$ cat src/rtl/fft_input_loader_if.sv
// Write-port and frame-handshake bundle between the FFT input loader
// (master) and the BRAM / FFT controller side (slave).
interface fft_input_loader_if #(
  parameter int DATA_WIDTH = 8,
  parameter int BRAM_WIDTH = 10
);
  logic                    wr_en;
  logic                    wr_bank;
  logic [BRAM_WIDTH-1:0]   wr_addr;
  logic [2*DATA_WIDTH-1:0] wr_data;
  logic                    frame_ready;
  logic                    frame_bank;
  logic                    frame_ack;
  logic                    overrun;

  modport master (
    output wr_en, wr_bank, wr_addr, wr_data,
    output frame_ready, frame_bank, overrun,
    input  frame_ack
  );

  modport slave (
    input  wr_en, wr_bank, wr_addr, wr_data,
    input  frame_ready, frame_bank, overrun,
    output frame_ack
  );
endinterface

$ cat src/rtl/fft_input_loader.sv
// FFT input loader: decimates the I/Q stream by RATE, packs samples as {i,q}
// and writes each N-sample frame at bit-reversed addresses into one of two
// ping-pong BRAM banks, then posts the frame through a ready/ack handshake.
module fft_input_loader #(
  parameter int CLK_FREQ   = 100_000_000,
  parameter int RES        = 256,
  parameter int N          = 16,
  parameter int DATA_WIDTH = 8,
  parameter int BRAM_WIDTH = 10,
  parameter int RATE       = CLK_FREQ >> ($clog2(RES) + $clog2(N))
) (
  input  logic                  clk,
  input  logic                  rst_n,
  input  logic                  enable,
  input  logic [DATA_WIDTH-1:0] i_in,
  input  logic [DATA_WIDTH-1:0] q_in,
  fft_input_loader_if.master    bus
);

  localparam int L  = $clog2(N);
  localparam int CW = (RATE > 1) ? $clog2(RATE) : 1;

  typedef enum logic {IDLE = 1'b0, FILL = 1'b1} state_t;

  state_t         state_reg;
  logic [CW-1:0]  cnt_reg;
  logic [L-1:0]   idx_reg;
  logic           last_reg;   // marks the write currently on the bus as sample N-1
  logic           tick;

  // Mirror the low L bits of the sample index to get its storage address.
  function automatic logic [L-1:0] bitrev(input logic [L-1:0] v);
    logic [L-1:0] r;
    for (int b = 0; b < L; b++) begin
      r[b] = v[L-1-b];
    end
    return r;
  endfunction

  // Decimation strobe: last cycle of each RATE-cycle sample period.
  always_comb begin
    tick = (cnt_reg == CW'(RATE - 1));
  end

  // Capture FSM, BRAM write port and frame handshake, all registered.
  always_ff @(posedge clk or negedge rst_n) begin
    if (!rst_n) begin
      state_reg       <= IDLE;
      cnt_reg         <= '0;
      idx_reg         <= '0;
      last_reg        <= 1'b0;
      bus.wr_en       <= 1'b0;
      bus.wr_bank     <= 1'b0;
      bus.wr_addr     <= '0;
      bus.wr_data     <= '0;
      bus.frame_ready <= 1'b0;
      bus.frame_bank  <= 1'b0;
      bus.overrun     <= 1'b0;
    end else begin
      bus.wr_en <= 1'b0;
      last_reg  <= 1'b0;

      // Completion of the frame's final write takes priority; an ack in the
      // same cycle frees the slot so the new frame can be posted at once.
      if (bus.wr_en && last_reg) begin
        if (!bus.frame_ready || bus.frame_ack) begin
          bus.frame_ready <= 1'b1;
          bus.frame_bank  <= bus.wr_bank;
          bus.wr_bank     <= ~bus.wr_bank;
        end else begin
          // Slot still occupied: drop this frame and keep writing the same
          // (non-pending) bank so the pending one is never touched.
          bus.overrun <= 1'b1;
        end
      end else if (bus.frame_ready && bus.frame_ack) begin
        bus.frame_ready <= 1'b0;
      end

      case (state_reg)
        IDLE: begin
          cnt_reg <= '0;
          idx_reg <= '0;
          if (enable) begin
            state_reg <= FILL;
          end
        end
        FILL: begin
          if (!enable) begin
            // Abandon the partial frame; bank and pending frame are kept.
            state_reg <= IDLE;
            cnt_reg   <= '0;
            idx_reg   <= '0;
          end else if (tick) begin
            cnt_reg     <= '0;
            bus.wr_en   <= 1'b1;
            bus.wr_data <= {i_in, q_in};
            bus.wr_addr <= BRAM_WIDTH'(bitrev(idx_reg));
            last_reg    <= (idx_reg == L'(N - 1));
            idx_reg     <= idx_reg + 1'b1;   // N is a power of two, wraps naturally
          end else begin
            cnt_reg <= cnt_reg + 1'b1;
          end
        end
        default: begin
          state_reg <= IDLE;
        end
      endcase
    end
  end

endmodule

$ cat src/flat_wrapper.sv
// flat-port wrapper written by rule: the top's interface ports become plain ports
module fft_input_loader_flat 
#(
  parameter int CLK_FREQ   = 100_000_000,
  parameter int RES        = 256,
  parameter int N          = 16,
  parameter int DATA_WIDTH = 8,
  parameter int BRAM_WIDTH = 10,
  parameter int RATE       = CLK_FREQ >> ($clog2(RES) + $clog2(N))
)
  (clk, rst_n, enable, i_in, q_in, bus_wr_en, bus_wr_bank, bus_wr_addr, bus_wr_data, bus_frame_ready, bus_frame_bank, bus_overrun, bus_frame_ack);
  fft_input_loader_if #(.DATA_WIDTH(DATA_WIDTH), .BRAM_WIDTH(BRAM_WIDTH)) bus_i ();
  input  logic clk;
  input  logic rst_n;
  input  logic enable;
  input  logic [DATA_WIDTH-1:0] i_in;
  input  logic [DATA_WIDTH-1:0] q_in;
  output wire logic [$bits(bus_i.wr_en)-1:0] bus_wr_en;
  output wire logic [$bits(bus_i.wr_bank)-1:0] bus_wr_bank;
  output wire logic [$bits(bus_i.wr_addr)-1:0] bus_wr_addr;
  output wire logic [$bits(bus_i.wr_data)-1:0] bus_wr_data;
  output wire logic [$bits(bus_i.frame_ready)-1:0] bus_frame_ready;
  output wire logic [$bits(bus_i.frame_bank)-1:0] bus_frame_bank;
  output wire logic [$bits(bus_i.overrun)-1:0] bus_overrun;
  input wire logic [$bits(bus_i.frame_ack)-1:0] bus_frame_ack;
  assign bus_wr_en = bus_i.wr_en;
  assign bus_wr_bank = bus_i.wr_bank;
  assign bus_wr_addr = bus_i.wr_addr;
  assign bus_wr_data = bus_i.wr_data;
  assign bus_frame_ready = bus_i.frame_ready;
  assign bus_frame_bank = bus_i.frame_bank;
  assign bus_overrun = bus_i.overrun;
  assign bus_i.frame_ack = bus_frame_ack;
  fft_input_loader #(.CLK_FREQ(CLK_FREQ), .RES(RES), .N(N), .DATA_WIDTH(DATA_WIDTH), .BRAM_WIDTH(BRAM_WIDTH), .RATE(RATE)) u_core (.clk(clk), .rst_n(rst_n), .enable(enable), .i_in(i_in), .q_in(q_in), .bus(bus_i));
endmodule
$ cat config.mk
export PLATFORM = sky130hd
export DESIGN_NAME = fft_input_loader_flat
export DESIGN_NICKNAME = d
export VERILOG_FILES = /design/src/rtl/fft_input_loader_if.sv /design/src/rtl/fft_input_loader.sv /design/src/flat_wrapper.sv
export SDC_FILE = /design/constraint.sdc
export NUM_CORES = 1
export LEC_CHECK = 0
export CAP_MARGIN = 0
export CORE_MARGIN = 8
export CORE_UTILIZATION = 51
export CTS_BUF_LIST = sky130_fd_sc_hd__clkbuf_8
export CTS_CLUSTER_SIZE = 30
export DETAILED_ROUTE_END_ITERATION = 8
export PLACE_DENSITY = 0.82
export SLEW_MARGIN = 10
export SYNTH_ARGS = -nofsm -noshare
export SYNTH_HDL_FRONTEND = slang
export SYNTH_SLANG_ARGS = --single-unit
$ cat constraint.sdc
create_clock -name clk -period 2.81 [get_ports clk]
set_input_delay 0.843 -clock clk [delete_from_list [all_inputs] [get_ports clk]]
set_output_delay 0.843 -clock clk [all_outputs]
set_load 0.02 [all_outputs]
==> results_tabular.tex, run 1 <==
\begin{tabular}{lr}
\hline
Metric & Value \\
\hline
\multicolumn{2}{l}{\textbf{Floorplan}} \\
Number of cell rows & 23 \\
DIE WIDTH & about 80 um \\
Die Ht & 79.59 um \\
DIE AREA & 0.006334 sq mm \\
Count of pins on the block boundary & between 50 and 60 \\
Effective utilization at floorplan & 0.5230 \\
Floorplan Core Area & between 0.003 and 0.004 sq mm \\
\multicolumn{2}{l}{\textbf{Power}} \\
Combinational share of power & 0.049 \\
Part of the total power dissipated in sequential elements & 0.588 \\
Clock power frac & 0.362 \\
Cell-internal power & 0.8693 mW \\
Switching part of the total power & 0.2331 \\
Switching power & between 0.2 and 0.3 mW \\
Power Dens Cells & between 400 and 500 mW/mm\^{}2 \\
Largest voltage drop on the vdd net & $\sim$0.34 mV \\
Leakage power & between 1 and 1.5 nW \\
\multicolumn{2}{l}{\textbf{Global route}} \\
Total GRT Usage & 0.1340 \\
Global route total overflow & 0 \\
Number of antenna violations at the first check in global routing & 0 \\
Global-route wire length before repair & 6.796 mm \\
Pin count of the biggest net entering global routing & 47 \\
Via count of the first global-routing pass & roughly 1.4k \\
\multicolumn{2}{l}{\textbf{Status}} \\
Outcome & finished, final reports clean \\
\multicolumn{2}{l}{\textbf{STA}} \\
Final slew viol count & 0 \\
RSZ-0062 raised after global routing & no \\
Final hold violation count & 0 \\
Worst Slack Setup Final & around 0.59 ns \\
Min Hold Slack & 0.4887 ns \\
Share of the clock period used by the worst path & 0.7912 \\
Slew at the pin closest to its max-slew limit & between 0.5 and 0.6 ns \\
Total of endpoints with negative setup slack in the final report & 0 \\
Fmax & about 450 MHz \\
Relative slew slack & 0.6258 \\
Clock Skews & about 0.0065 ns \\
Total Neg Setup Slack & 0 ns \\
Tmin final & approximately 2.2 ns \\
\multicolumn{2}{l}{\textbf{Placed design}} \\
Placed wire-length estimate & slightly below 3 mm \\
Total cell area at the placement stage & roughly 0.0025 sq mm \\
Cell Count Post-Placement & 254 \\
Worst slack, placed & between 0.5 and 0.6 ns \\
IO buf count & 44 \\
Routability congestion estimate & between 0.8 and 0.9 \\
\multicolumn{2}{l}{\textbf{Clocking}} \\
Worst-skew pair later-pin latency & around 0.30 ns \\
Number of gates resized after cts & 0 \\
Quantity of hold-fixing buffers added after cts & 0 \\
Postcts setup bufs & 0 \\
CTS tree & done \\
H-tree lvl count & 2 \\
Cell chosen for the clock root & sky130\_fd\_sc\_hd\_\_clkbuf\_8 \\
Number of buffers created by CTS & 5 \\
Clock tree buffer depth & 2 \\
Clock slew seen by the registers of the worst setup and hold paths & around 0.09 ns \\
Sink count of the clock tree & between 40 and 50 \\
\multicolumn{2}{l}{\textbf{Setup path}} \\
Timing startpoint of the critical path & u\_core.cnt\_reg[7]\$\_DFF\_PN0\_ \\
Cell type of the slowest stage on the worst timing path & sky130\_fd\_sc\_hd\_\_or4b\_4 \\
Critical path class & reg -> reg \\
Worst path required time & 3.00 ns \\
Critical path arrival & approximately 2.4 ns \\
Count of buffer and inverter cells on the critical path & 1 \\
Critical path launch point type & register \\
Crit path cell chain & or4b\_4 > nor4\_4 > nand3\_2 > buf\_4 > mux2\_4 \\
Category of cells accounting for the largest share of critical-path delay & simple AND/OR/NAND/NOR gates \\
Delay of the slowest cell on the worst path & between 0.5 and 0.6 ns \\
Critical path fanouts, max & 14 \\
Endpoint class of the critical path & register \\
Stages on worst setup path & 5 \\
Origin of the critical flop-to-flop path & u\_core.cnt\_reg[7]\$\_DFF\_PN0\_ \\
Destination of the worst register-to-register timing path & u\_core.bus.wr\_data[14]\$\_DFFE\_PN0P\_ \\
Reg2Reg Depth & 5 \\
Reg-to-reg setup timing slack & around 0.59 ns \\
Worst setup path end & u\_core.bus.wr\_data[14]\$\_DFFE\_PN0P\_ \\
\multicolumn{2}{l}{\textbf{Finish}} \\
Share of cells above drive strength 1 & 0.1934 \\
Final \#Nets & 234 \\
Number of flip-flops in the largest register & 16 \\
Fill cell instance count of the final layout & about 300 \\
Count of antenna diodes in the layout & 0 \\
Final design instance area without fill & 0.002616 sq mm \\
Non-filler instance count after layout & $\sim$260 \\
Post-synthesis to final-layout area growth & 26.88\% \\
\multicolumn{2}{l}{\textbf{Synth}} \\
Gate Count Post-Synth & $\sim$160 \\
Number of flops mapped to enable cells by yosys & 0 \\
Share of the synthesized area in the top cell type & 0.5583 \\
Cell with the most instances after synthesis & sky130\_fd\_sc\_hd\_\_dfrtp\_1 \\
Register area share after synthesis & 0.5583 \\
Number of distinct standard cells referenced by the synthesized netlist & 30 \\
Fraction of registers with async set or reset after synthesis & 1.000 \\
Mean instance size in the synthesized netlist & 12.73 sq um \\
Post-synthesis register bit count & between 40 and 50 \\
Summed instance area of the synthesized netlist & 0.002062 sq mm \\
Warnings from Yosys & 0 \\
Most frequent cells after synthesis & sky130\_fd\_sc\_hd\_\_dfrtp\_1, sky130\_fd\_sc\_hd\_\_nor2\_1, sky130\_fd\_sc\_hd\_\_mux2\_4 \\
Cell accounting for the most synthesized area & sky130\_fd\_sc\_hd\_\_dfrtp\_1 \\
Synth area leaders & sky130\_fd\_sc\_hd\_\_dfrtp\_1, sky130\_fd\_sc\_hd\_\_mux2\_4, sky130\_fd\_sc\_hd\_\_xnor2\_1 \\
Most used flip-flop cell after synthesis & sky130\_fd\_sc\_hd\_\_dfrtp\_1 \\
\multicolumn{2}{l}{\textbf{Drt}} \\
Average wire per cell in the routed design & between 15 and 20 um \\
Antenna Nets Post-Route & 0 \\
Iteration-0 DRC count of the detailed router & 39 \\
Vias per cell & 5.000 \\
DRC violations left & 0 \\
Detailed-router iteration count before antenna repair & 4 \\
Total length of routed wires & $\sim$4.0 mm \\
Via count of the routed design & 1310 \\
\multicolumn{2}{l}{\textbf{Min path}} \\
Worst min-delay path class & reg -> reg \\
Hold path start & u\_core.bus.overrun\$\_DFFE\_PN0P\_ \\
\multicolumn{2}{l}{\textbf{Run}} \\
Max-capacitance violation count & 0 \\
\hline
\end{tabular}
## layer usage
layer | global-route usage | vias to the layer above | wire length, um
met4 | 0.03148 | 0 | 14
li1 | - | 635 | -
met5 | 0 | - | 0
met3 | 0.04054 | 2 | 231
met1 | 0.1589 | 649 | 1693
met2 | 0.2306 | 24 | 2109
## through the flow
stage | util | power [mW]
global route | 0.6636 | 1.180
global placement | 0.6398 | 0.7360
detailed placement | 0.6398 | 0.7366
floorplan | - | 0.7012
CTS | 0.6636 | 1.144
finish | 0.6636 | 1.133
## worst reg2reg max path, delay by kind of cell, from the launching register on
| kind | cells | cell delay, ns |
|---|---|---|
| and+or+nand+nor | 3 | 1.15 |
| buffers and inverters | 1 | 0.23 |
| muxes | 1 | 0.32 |
| DFF | 1 | 0.42 |
## cells by family after synthesis
logic type      Yosys count  share of synthesized area
simple gates             56                     0.1444
flops                    46                     0.5583
xor+xnor                 14                    0.05947
mux                      23                     0.1572
fa+ha+maj                 3                    0.01821
compound gates            5                    0.01517
other cells               1                   0.001819
buf+inv                  14                    0.04550
## area by class of cell
| type | count | area (sq um) | share of cell area |
|---|---|---|---|
| multi-input combinational | 107 | 835.8 | 0.3195 |
| clock inverter | 3 | 25.02 | 0.009565 |
| clock buffer | 5 | 68.82 | 0.02630 |
| inverter | 4 | 15.01 | 0.005739 |
| timing repair buffer | 47 | 457.9 | 0.1750 |
| sequential | 46 | 1151 | 0.4400 |
| tap | 50 | 62.56 | 0.02391 |
## power groups by stage
stage	clock network [mW]	logic [mW]	registers, mW
global route	0.451	0.0620	0.667
finish	0.411	0.0559	0.667
detailed placement	0	0.0565	0.680
floorplan	0	0.0219	0.679
CTS	0.420	0.0569	0.667
global placement	0	0.0560	0.680
## placed cells by master (no fill, tap or decap), drive strengths merged, types with 4 or more instances in the layout
master	Yosys	final
dfrtp	46	46
clkdlybuf4s50	0	43
mux2	21	21
nor2	19	19
nand3	10	10
xnor2	9	9
nand2	7	7
conb	1	6
nand4	5	5
xor2	5	5
clkbuf	1	5
inv	4	5
or2	4	4
nor3	4	4
buf	9	4
## worst min-delay path by stage
stage / to / slack (ns) / cells past startpoint
final: u_core.bus.overrun$_DFFE_PN0P_ / 0.49 / 1
after global routing: u_core.bus.wr_bank$_DFFE_PN0P_ / 0.53 / 1
after CTS: u_core.bus.overrun$_DFFE_PN0P_ / 0.49 / 1
after detailed placement: u_core.bus.overrun$_DFFE_PN0P_ / 0.47 / 1
after global placement: u_core.bus.overrun$_DFFE_PN0P_ / 0.47 / 1
after floorplan: u_core.bus.frame_ready$_DFFE_PN0P_ / 0.46 / 2
Power figures use the tool's default switching activity.
==> inputs of run 2 (changes only) <==
Settings changed: CORE_UTILIZATION 51 to 46, PLACE_DENSITY 0.82 to 0.78.
Clock period 2.81 ns to 1.96 ns, I/O delays scaled along.
==> results_tabular.tex, run 2 (synthesis results as in run 1) <==
\begin{tabular}{lr}
\hline
Metric & Value \\
\hline
\multicolumn{2}{l}{\textbf{Floorplan}} \\
DIE AREA & 0.006881 sq mm (was 0.006334 sq mm) \\
Floorplan Core Area & 0.004324 sq mm (was 0.003943 sq mm) \\
Count of pins on the block boundary & 51 (unchanged) \\
DIE WIDTH & 82.95 um (was 79.59 um) \\
Number of cell rows & 24 (was 23) \\
Effective utilization at floorplan & 0.4769 (was 0.5230) \\
Die Ht & 82.95 um (was 79.59 um) \\
\multicolumn{2}{l}{\textbf{Placed design}} \\
Placed wire-length estimate & 3.047 mm (was 2.967 mm) \\
Total cell area at the placement stage & 0.002610 sq mm (was 0.002522 sq mm) \\
IO buf count & 44 (unchanged) \\
Worst slack, placed & 0.002039 ns (was 0.5414 ns) \\
Routability congestion estimate & 0.7973 (was 0.8273) \\
\multicolumn{2}{l}{\textbf{Setup path}} \\
Endpoint class of the critical path & output port (was register) \\
Delay of the slowest cell on the worst path & 0.62 ns (was 0.56 ns) \\
Reg-to-reg setup timing slack & 0.08 ns (was 0.59 ns) \\
Category of cells accounting for the largest share of critical-path delay & buffers and inverters (was simple AND/OR/NAND/NOR gates) \\
Critical path launch point type & register (unchanged) \\
Count of buffer and inverter cells on the critical path & 1 (unchanged) \\
Crit path cell chain & clkdlybuf4s50\_1 (was or4b\_4 > nor4\_4 > nand3\_2 > buf\_4 > mux2\_4) \\
Timing startpoint of the critical path & u\_core.bus.wr\_bank\$\_DFFE\_PN0P\_ (was u\_core.cnt\_reg[7]\$\_DFF\_PN0\_) \\
Critical path class & reg -> out (was reg -> reg) \\
Worst setup path end & bus\_wr\_bank (was u\_core.bus.wr\_data[14]\$\_DFFE\_PN0P\_) \\
Critical path fanouts, max & 3 (was 14) \\
Reg2Reg Depth & 5 (unchanged) \\
Origin of the critical flop-to-flop path & u\_core.cnt\_reg[13]\$\_DFF\_PN0\_ (was u\_core.cnt\_reg[7]\$\_DFF\_PN0\_) \\
Destination of the worst register-to-register timing path & u\_core.bus.wr\_data[7]\$\_DFFE\_PN0P\_ (was u\_core.bus.wr\_data[14]\$\_DFFE\_PN0P\_) \\
Cell type of the slowest stage on the worst timing path & sky130\_fd\_sc\_hd\_\_clkdlybuf4s50\_1 (was sky130\_fd\_sc\_hd\_\_or4b\_4) \\
Worst path required time & 1.37 ns (was 3.00 ns) \\
Critical path arrival & 1.31 ns (was 2.41 ns) \\
Stages on worst setup path & 1 (was 5) \\
\multicolumn{2}{l}{\textbf{Clocking}} \\
H-tree lvl count & 2 (unchanged) \\
Number of buffers created by CTS & 5 (unchanged) \\
Clock tree buffer depth & 2 (unchanged) \\
Worst-skew pair later-pin latency & 0.30 ns (about the same) \\
Sink count of the clock tree & 46 (unchanged) \\
Postcts setup bufs & 0 (unchanged) \\
Clock slew seen by the registers of the worst setup and hold paths & 0.09 ns (about the same) \\
Quantity of hold-fixing buffers added after cts & 0 (unchanged) \\
Cell chosen for the clock root & sky130\_fd\_sc\_hd\_\_clkbuf\_8 (unchanged) \\
Number of gates resized after cts & 0 (unchanged) \\
CTS tree & done (unchanged) \\
\multicolumn{2}{l}{\textbf{Power}} \\
Largest voltage drop on the vdd net & 0.3617 mV (was 0.3438 mV) \\
Power Dens Cells & 683.1 mW/mm\^{}2 (was 433.2 mW/mm\^{}2) \\
Leakage power & 1.294 nW (was 1.218 nW) \\
\multicolumn{2}{l}{\textbf{Min path}} \\
Worst min-delay path class & in -> async (was reg -> reg) \\
\multicolumn{2}{l}{\textbf{Finish}} \\
Count of antenna diodes in the layout & 0 (unchanged) \\
Share of cells above drive strength 1 & 0.2227 (was 0.1934) \\
Fill cell instance count of the final layout & 349 (was 295) \\
Post-synthesis to final-layout area growth & 33.25\% (was 26.88\%) \\
Final design instance area without fill & 0.002748 sq mm (was 0.002616 sq mm) \\
Final \#Nets & 242 (was 234) \\
Final Util & 0.6354 (was 0.6636) \\
Commonest cells after routing, fill and taps aside & sky130\_fd\_sc\_hd\_\_dfrtp\_1, sky130\_fd\_sc\_hd\_\_clkdlybuf4s50\_1, sky130\_fd\_sc\_hd\_\_nor2\_1 (unchanged) \\
Number of flip-flops in the largest register & 16 (unchanged) \\
Leading cell type in the layout, fill and taps excluded & sky130\_fd\_sc\_hd\_\_dfrtp\_1 (unchanged) \\
\multicolumn{2}{l}{\textbf{Drt}} \\
Detailed-router iteration count before antenna repair & 4 (unchanged) \\
Antenna Nets Post-Route & 0 (unchanged) \\
Average wire per cell in the routed design & 15.23 um (was 15.45 um) \\
Vias per cell & 4.901 (was 5.000) \\
Iteration-0 DRC count of the detailed router & 44 (was 39) \\
Total length of routed wires & 4.143 mm (was 4.048 mm) \\
DRC violations left & 0 (unchanged) \\
Via count of the routed design & 1333 (was 1310) \\
\multicolumn{2}{l}{\textbf{STA}} \\
Final hold violation count & 0 (unchanged) \\
Fmax & around 530 MHz \\
Final slew viol count & 0 (unchanged) \\
Tmin final & $\sim$1.9 ns \\
Worst Slack Setup Final & 0.06565 ns (was 0.5866 ns) \\
Clock Skews & 0.006747 ns (was 0.006519 ns) \\
Total of endpoints with negative setup slack in the final report & 0 (unchanged) \\
RSZ-0062 raised after global routing & no (unchanged) \\
Share of the clock period used by the worst path & 0.9665 \\
Total Neg Setup Slack & 0 ns (unchanged) \\
\multicolumn{2}{l}{\textbf{Run}} \\
Max-capacitance violation count & 0 (unchanged) \\
\multicolumn{2}{l}{\textbf{Global route}} \\
Global-route wire length before repair & 7.072 mm (was 6.796 mm) \\
Global route total overflow & 0 (unchanged) \\
Via count of the first global-routing pass & 1375 (was 1404) \\
Total GRT Usage & 0.1249 (was 0.1340) \\
Number of antenna violations at the first check in global routing & 0 (unchanged) \\
Pin count of the biggest net entering global routing & 47 (unchanged) \\
\multicolumn{2}{l}{\textbf{Status}} \\
Outcome & finished, final reports clean (unchanged) \\
\hline
\end{tabular}
[run 2: cell types whose count changed in the layout (fill, tap and decap cells not counted), sizes merged]
cell,delta
buf,+8
bufinv,+2
clkinvlp,-1
inv,-1
[run 2: area by class of cell]
| type | count | area [sq um] | area share |
|---|---|---|---|
| flip-flops and latches | 46 | 1151 | 0.4189 |
| multi-input cells | 107 | 835.8 | 0.3042 |
| repair buffers | 55 | 543.0 | 0.1976 |
| clock buffers | 5 | 68.82 | 0.02505 |
| clock inverters | 3 | 68.82 | 0.02505 |
| well taps | 52 | 65.06 | 0.02368 |
| inverters | 4 | 15.01 | 0.005464 |
[run 2: worst min path at each step]
stage	start	end	slack, ns	cells after the start
2_1_floorplan	rst_n	u_core.bus.frame_bank$_DFFE_PN0P_	0.29	0
3_3_place_gp	u_core.bus.overrun$_DFFE_PN0P_	u_core.bus.overrun$_DFFE_PN0P_	0.46	1
3_5_place_dp	u_core.bus.overrun$_DFFE_PN0P_	u_core.bus.overrun$_DFFE_PN0P_	0.47	1
4_1_cts	rst_n	u_core.bus.wr_data[3]$_DFFE_PN0P_	0.26	2
5_1_grt	rst_n	u_core.bus.wr_data[5]$_DFFE_PN0P_	0.27	2
6_report	rst_n	u_core.bus.wr_data[5]$_DFFE_PN0P_	0.26	2
[run 2: metrics by stage]
step,power (mW),instances,hold WS (ns)
final,1.877,272,0.2551
after global routing,1.954,272,0.2728
after CTS,1.909,272,0.2604
after detailed placement,1.065,264,0.4655
after global placement,1.063,264,0.4637
after floorplan,1.005,167,0.2924
[run 2: routing by layer]
| metal | GRT usage | wire [um] |
|---|---|---|
| met5 | 0 | 0 |
| met4 | 0.05751 | 78 |
| met3 | 0.04004 | 173 |
| met2 | 0.1853 | 1942 |
| met1 | 0.1610 | 1948 |
[run 2: report_power, final]
group          switching, mW  internal (mW)
clock network          0.321          0.511
registers            0.00243          0.951
logic                 0.0472         0.0443
total                  0.371           1.51
==> inputs of run 3 (changes only) <==
Settings changed: CORE_UTILIZATION 46 to 51, PLACE_DENSITY 0.78 to 0.82.
Clock period 1.96 ns to 1.8 ns, I/O delays scaled along.
==> results_tabular.tex, run 3 (synthesis results as in run 1) <==
\begin{tabular}{lr}
\hline
Metric & Value \\
\hline
\multicolumn{2}{l}{\textbf{Min path}} \\
Worst min-delay path class & in -> async (unchanged) \\
\multicolumn{2}{l}{\textbf{Run}} \\
Max-capacitance violation count & 0 (unchanged) \\
\multicolumn{2}{l}{\textbf{Clocking}} \\
CTS tree & done (unchanged) \\
Clock slew seen by the registers of the worst setup and hold paths & 0.09 ns (about the same) \\
Sink count of the clock tree & 46 (unchanged) \\
Clock tree buffer depth & 2 (unchanged) \\
Cell chosen for the clock root & sky130\_fd\_sc\_hd\_\_clkbuf\_8 (unchanged) \\
Postcts setup bufs & 0 (unchanged) \\
Worst-skew pair later-pin latency & 0.30 ns (about the same) \\
H-tree lvl count & 2 (unchanged) \\
Number of buffers created by CTS & 5 (unchanged) \\
\multicolumn{2}{l}{\textbf{STA}} \\
Total of endpoints with negative setup slack in the final report & 20 (was 0) \\
Share of the clock period used by the worst path & 1.021 \\
RSZ-0062 raised after global routing & yes (was no) \\
Clock Skews & 0.009007 ns (was 0.006747 ns) \\
Fmax & around 540 MHz \\
Final hold violation count & 0 (unchanged) \\
Min Hold Slack & 0.2043 ns (was 0.2551 ns) \\
Tmin final & $\sim$1.8 ns \\
Final slew viol count & 0 (unchanged) \\
Total Neg Setup Slack & -0.4063 ns (was 0 ns) \\
Worst Slack Setup Final & -0.03818 ns (was 0.06565 ns) \\
\multicolumn{2}{l}{\textbf{Power}} \\
Leakage power & 1.457 nW (was 1.294 nW) \\
Cell-internal power & 1.641 mW (was 1.506 mW) \\
Power Dens Cells & 736.3 mW/mm\^{}2 (was 683.1 mW/mm\^{}2) \\
Largest voltage drop on the vdd net & 0.4979 mV (was 0.3617 mV) \\
Switching part of the total power & 0.1941 (was 0.1977) \\
Clock power frac & 0.441 (was 0.443) \\
Final Power & 2.036 mW (was 1.877 mW) \\
Part of the total power dissipated in sequential elements & 0.510 (was 0.508) \\
Switching power & 0.3952 mW (was 0.3710 mW) \\
Combinational share of power & 0.049 (about the same) \\
\multicolumn{2}{l}{\textbf{Setup path}} \\
Critical path arrival & 2.02 ns (was 1.31 ns) \\
Delay of the slowest cell on the worst path & 0.55 ns (was 0.62 ns) \\
Critical path fanouts, max & 22 (was 3) \\
Crit path cell chain & or4b\_4 > nor4\_4 > nand3\_2 > buf\_12 > mux2\_4 (was clkdlybuf4s50\_1) \\
Cell type of the slowest stage on the worst timing path & sky130\_fd\_sc\_hd\_\_or4b\_4 (was sky130\_fd\_sc\_hd\_\_clkdlybuf4s50\_1) \\
Worst path required time & 1.98 ns (was 1.37 ns) \\
Count of buffer and inverter cells on the critical path & 1 (unchanged) \\
Critical path launch point type & register (unchanged) \\
Category of cells accounting for the largest share of critical-path delay & simple AND/OR/NAND/NOR gates (was buffers and inverters) \\
Critical path class & reg -> reg (was reg -> out) \\
Endpoint class of the critical path & register (was output port) \\
\multicolumn{2}{l}{\textbf{Finish}} \\
Share of cells above drive strength 1 & 0.2434 (was 0.2227) \\
Leading cell type in the layout, fill and taps excluded & sky130\_fd\_sc\_hd\_\_dfrtp\_1 (unchanged) \\
Post-synthesis to final-layout area growth & 34.10\% (was 33.25\%) \\
Count of antenna diodes in the layout & 0 (unchanged) \\
Number of flip-flops in the largest register & 16 (unchanged) \\
Non-filler instance count after layout & 276 (was 272) \\
Final design instance area without fill & 0.002765 sq mm (was 0.002748 sq mm) \\
Final Util & 0.7014 (was 0.6354) \\
Commonest cells after routing, fill and taps aside & sky130\_fd\_sc\_hd\_\_dfrtp\_1, sky130\_fd\_sc\_hd\_\_dlygate4sd2\_1, sky130\_fd\_sc\_hd\_\_nor2\_1 (was sky130\_fd\_sc\_hd\_\_dfrtp\_1, sky130\_fd\_sc\_hd\_\_clkdlybuf4s50\_1, sky130\_fd\_sc\_hd\_\_nor2\_1) \\
Final \#Nets & 248 (was 242) \\
\multicolumn{2}{l}{\textbf{Placed design}} \\
Placed wire-length estimate & 3.006 mm (was 3.047 mm) \\
Worst slack, placed & -0.07024 ns (was 0.002039 ns) \\
Cell Count Post-Placement & 268 (was 264) \\
IO buf count & 44 (unchanged) \\
Routability congestion estimate & 0.7979 (was 0.7973) \\
Total cell area at the placement stage & 0.002653 sq mm (was 0.002610 sq mm) \\
\multicolumn{2}{l}{\textbf{Drt}} \\
Vias per cell & 5.022 (was 4.901) \\
Iteration-0 DRC count of the detailed router & 48 (was 44) \\
Average wire per cell in the routed design & 14.63 um (was 15.23 um) \\
DRC violations left & 0 (unchanged) \\
Total length of routed wires & 4.037 mm (was 4.143 mm) \\
Via count of the routed design & 1386 (was 1333) \\
Antenna Nets Post-Route & 0 (unchanged) \\
Detailed-router iteration count before antenna repair & 4 (unchanged) \\
\multicolumn{2}{l}{\textbf{Global route}} \\
Global-route wire length before repair & 6.782 mm (was 7.072 mm) \\
Global route total overflow & 0 (unchanged) \\
Pin count of the biggest net entering global routing & 47 (unchanged) \\
Via count of the first global-routing pass & 1385 (was 1375) \\
Total GRT Usage & 0.1378 (was 0.1249) \\
Number of antenna violations at the first check in global routing & 0 (unchanged) \\
\multicolumn{2}{l}{\textbf{Status}} \\
Failing checks & setup timing \\
Outcome & finished, violations left (was finished, final reports clean) \\
\multicolumn{2}{l}{\textbf{Floorplan}} \\
Die Ht & 79.59 um (was 82.95 um) \\
Number of cell rows & 23 (was 24) \\
DIE WIDTH & 79.59 um (was 82.95 um) \\
Count of pins on the block boundary & 51 (unchanged) \\
Floorplan Core Area & 0.003943 sq mm (was 0.004324 sq mm) \\
DIE AREA & 0.006334 sq mm (was 0.006881 sq mm) \\
Effective utilization at floorplan & 0.5230 (was 0.4769) \\
\hline
\end{tabular}
==> run 3: cell types whose count changed in the layout (fill, tap and decap cells not counted), sizes merged <==
cell           before  now
buf                12   18
dlymetal6s2s        0    1
dlygate4sd2         0   24
clkdlybuf4s50      43   18
==> run 3: cell type report <==
class / count / area, sq um
Timing Repair Buffer: 61 / 560.5
Clock inverter: 3 / 68.82
Inverter: 4 / 15.01
Fill cell: 298 / 1177
Sequential cell: 46 / 1151
Tap cell: 50 / 62.56
Multi-Input combinational cell: 107 / 838.3
Clock buffer: 5 / 68.82
==> run 3: final timing paths <==
| check | cells past startpoint | startpoint | slack (ns) | endpoint |
|---|---|---|---|---|
| worst max-delay path | 5 | u_core.cnt_reg[7]$_DFF_PN0_ | -0.04 | u_core.bus.wr_data[5]$_DFFE_PN0P_ |
| worst min-delay path | 2 | rst_n | 0.20 | u_core.bus.wr_data[8]$_DFFE_PN0P_ |
| worst max register to register | 5 | u_core.cnt_reg[7]$_DFF_PN0_ | -0.04 | u_core.bus.wr_data[5]$_DFFE_PN0P_ |
| worst min register to register | 1 | u_core.bus.overrun$_DFFE_PN0P_ | 0.50 | u_core.bus.overrun$_DFFE_PN0P_ |
| max in group asynchronous | 2 | rst_n | 1.39 | u_core.cnt_reg[10]$_DFF_PN0_ |
| min in group clk | 1 | u_core.bus.overrun$_DFFE_PN0P_ | 0.50 | u_core.bus.overrun$_DFFE_PN0P_ |
==> run 3: layer usage <==
metal | routed length [um] | up-vias | track usage
met1 | 1757 | 682 | 0.1750
met5 | 0 | - | 0
li1 | - | 668 | -
met4 | 71 | 0 | 0.06111
met2 | 1966 | 30 | 0.2152
met3 | 241 | 6 | 0.03604
==> run 3: repair_timing <==
| item | CTS | global route |
|---|---|---|
| hold buffers | 0 | 0 |
| gates resized for setup | 25 | 1 |
| pin swaps | 0 | 0 |
| setup endpoints to repair | 55 | 21 |
==> run 3: power groups by stage <==
stage,combinational (mW),clock (mW),sequential [mW]
floorplan,0.0346,0,1.06
global placement,0.0985,0,1.06
detailed placement,0.0995,0,1.06
CTS,0.102,0.914,1.04
global route,0.112,0.968,1.04
finish,0.0999,0.898,1.04
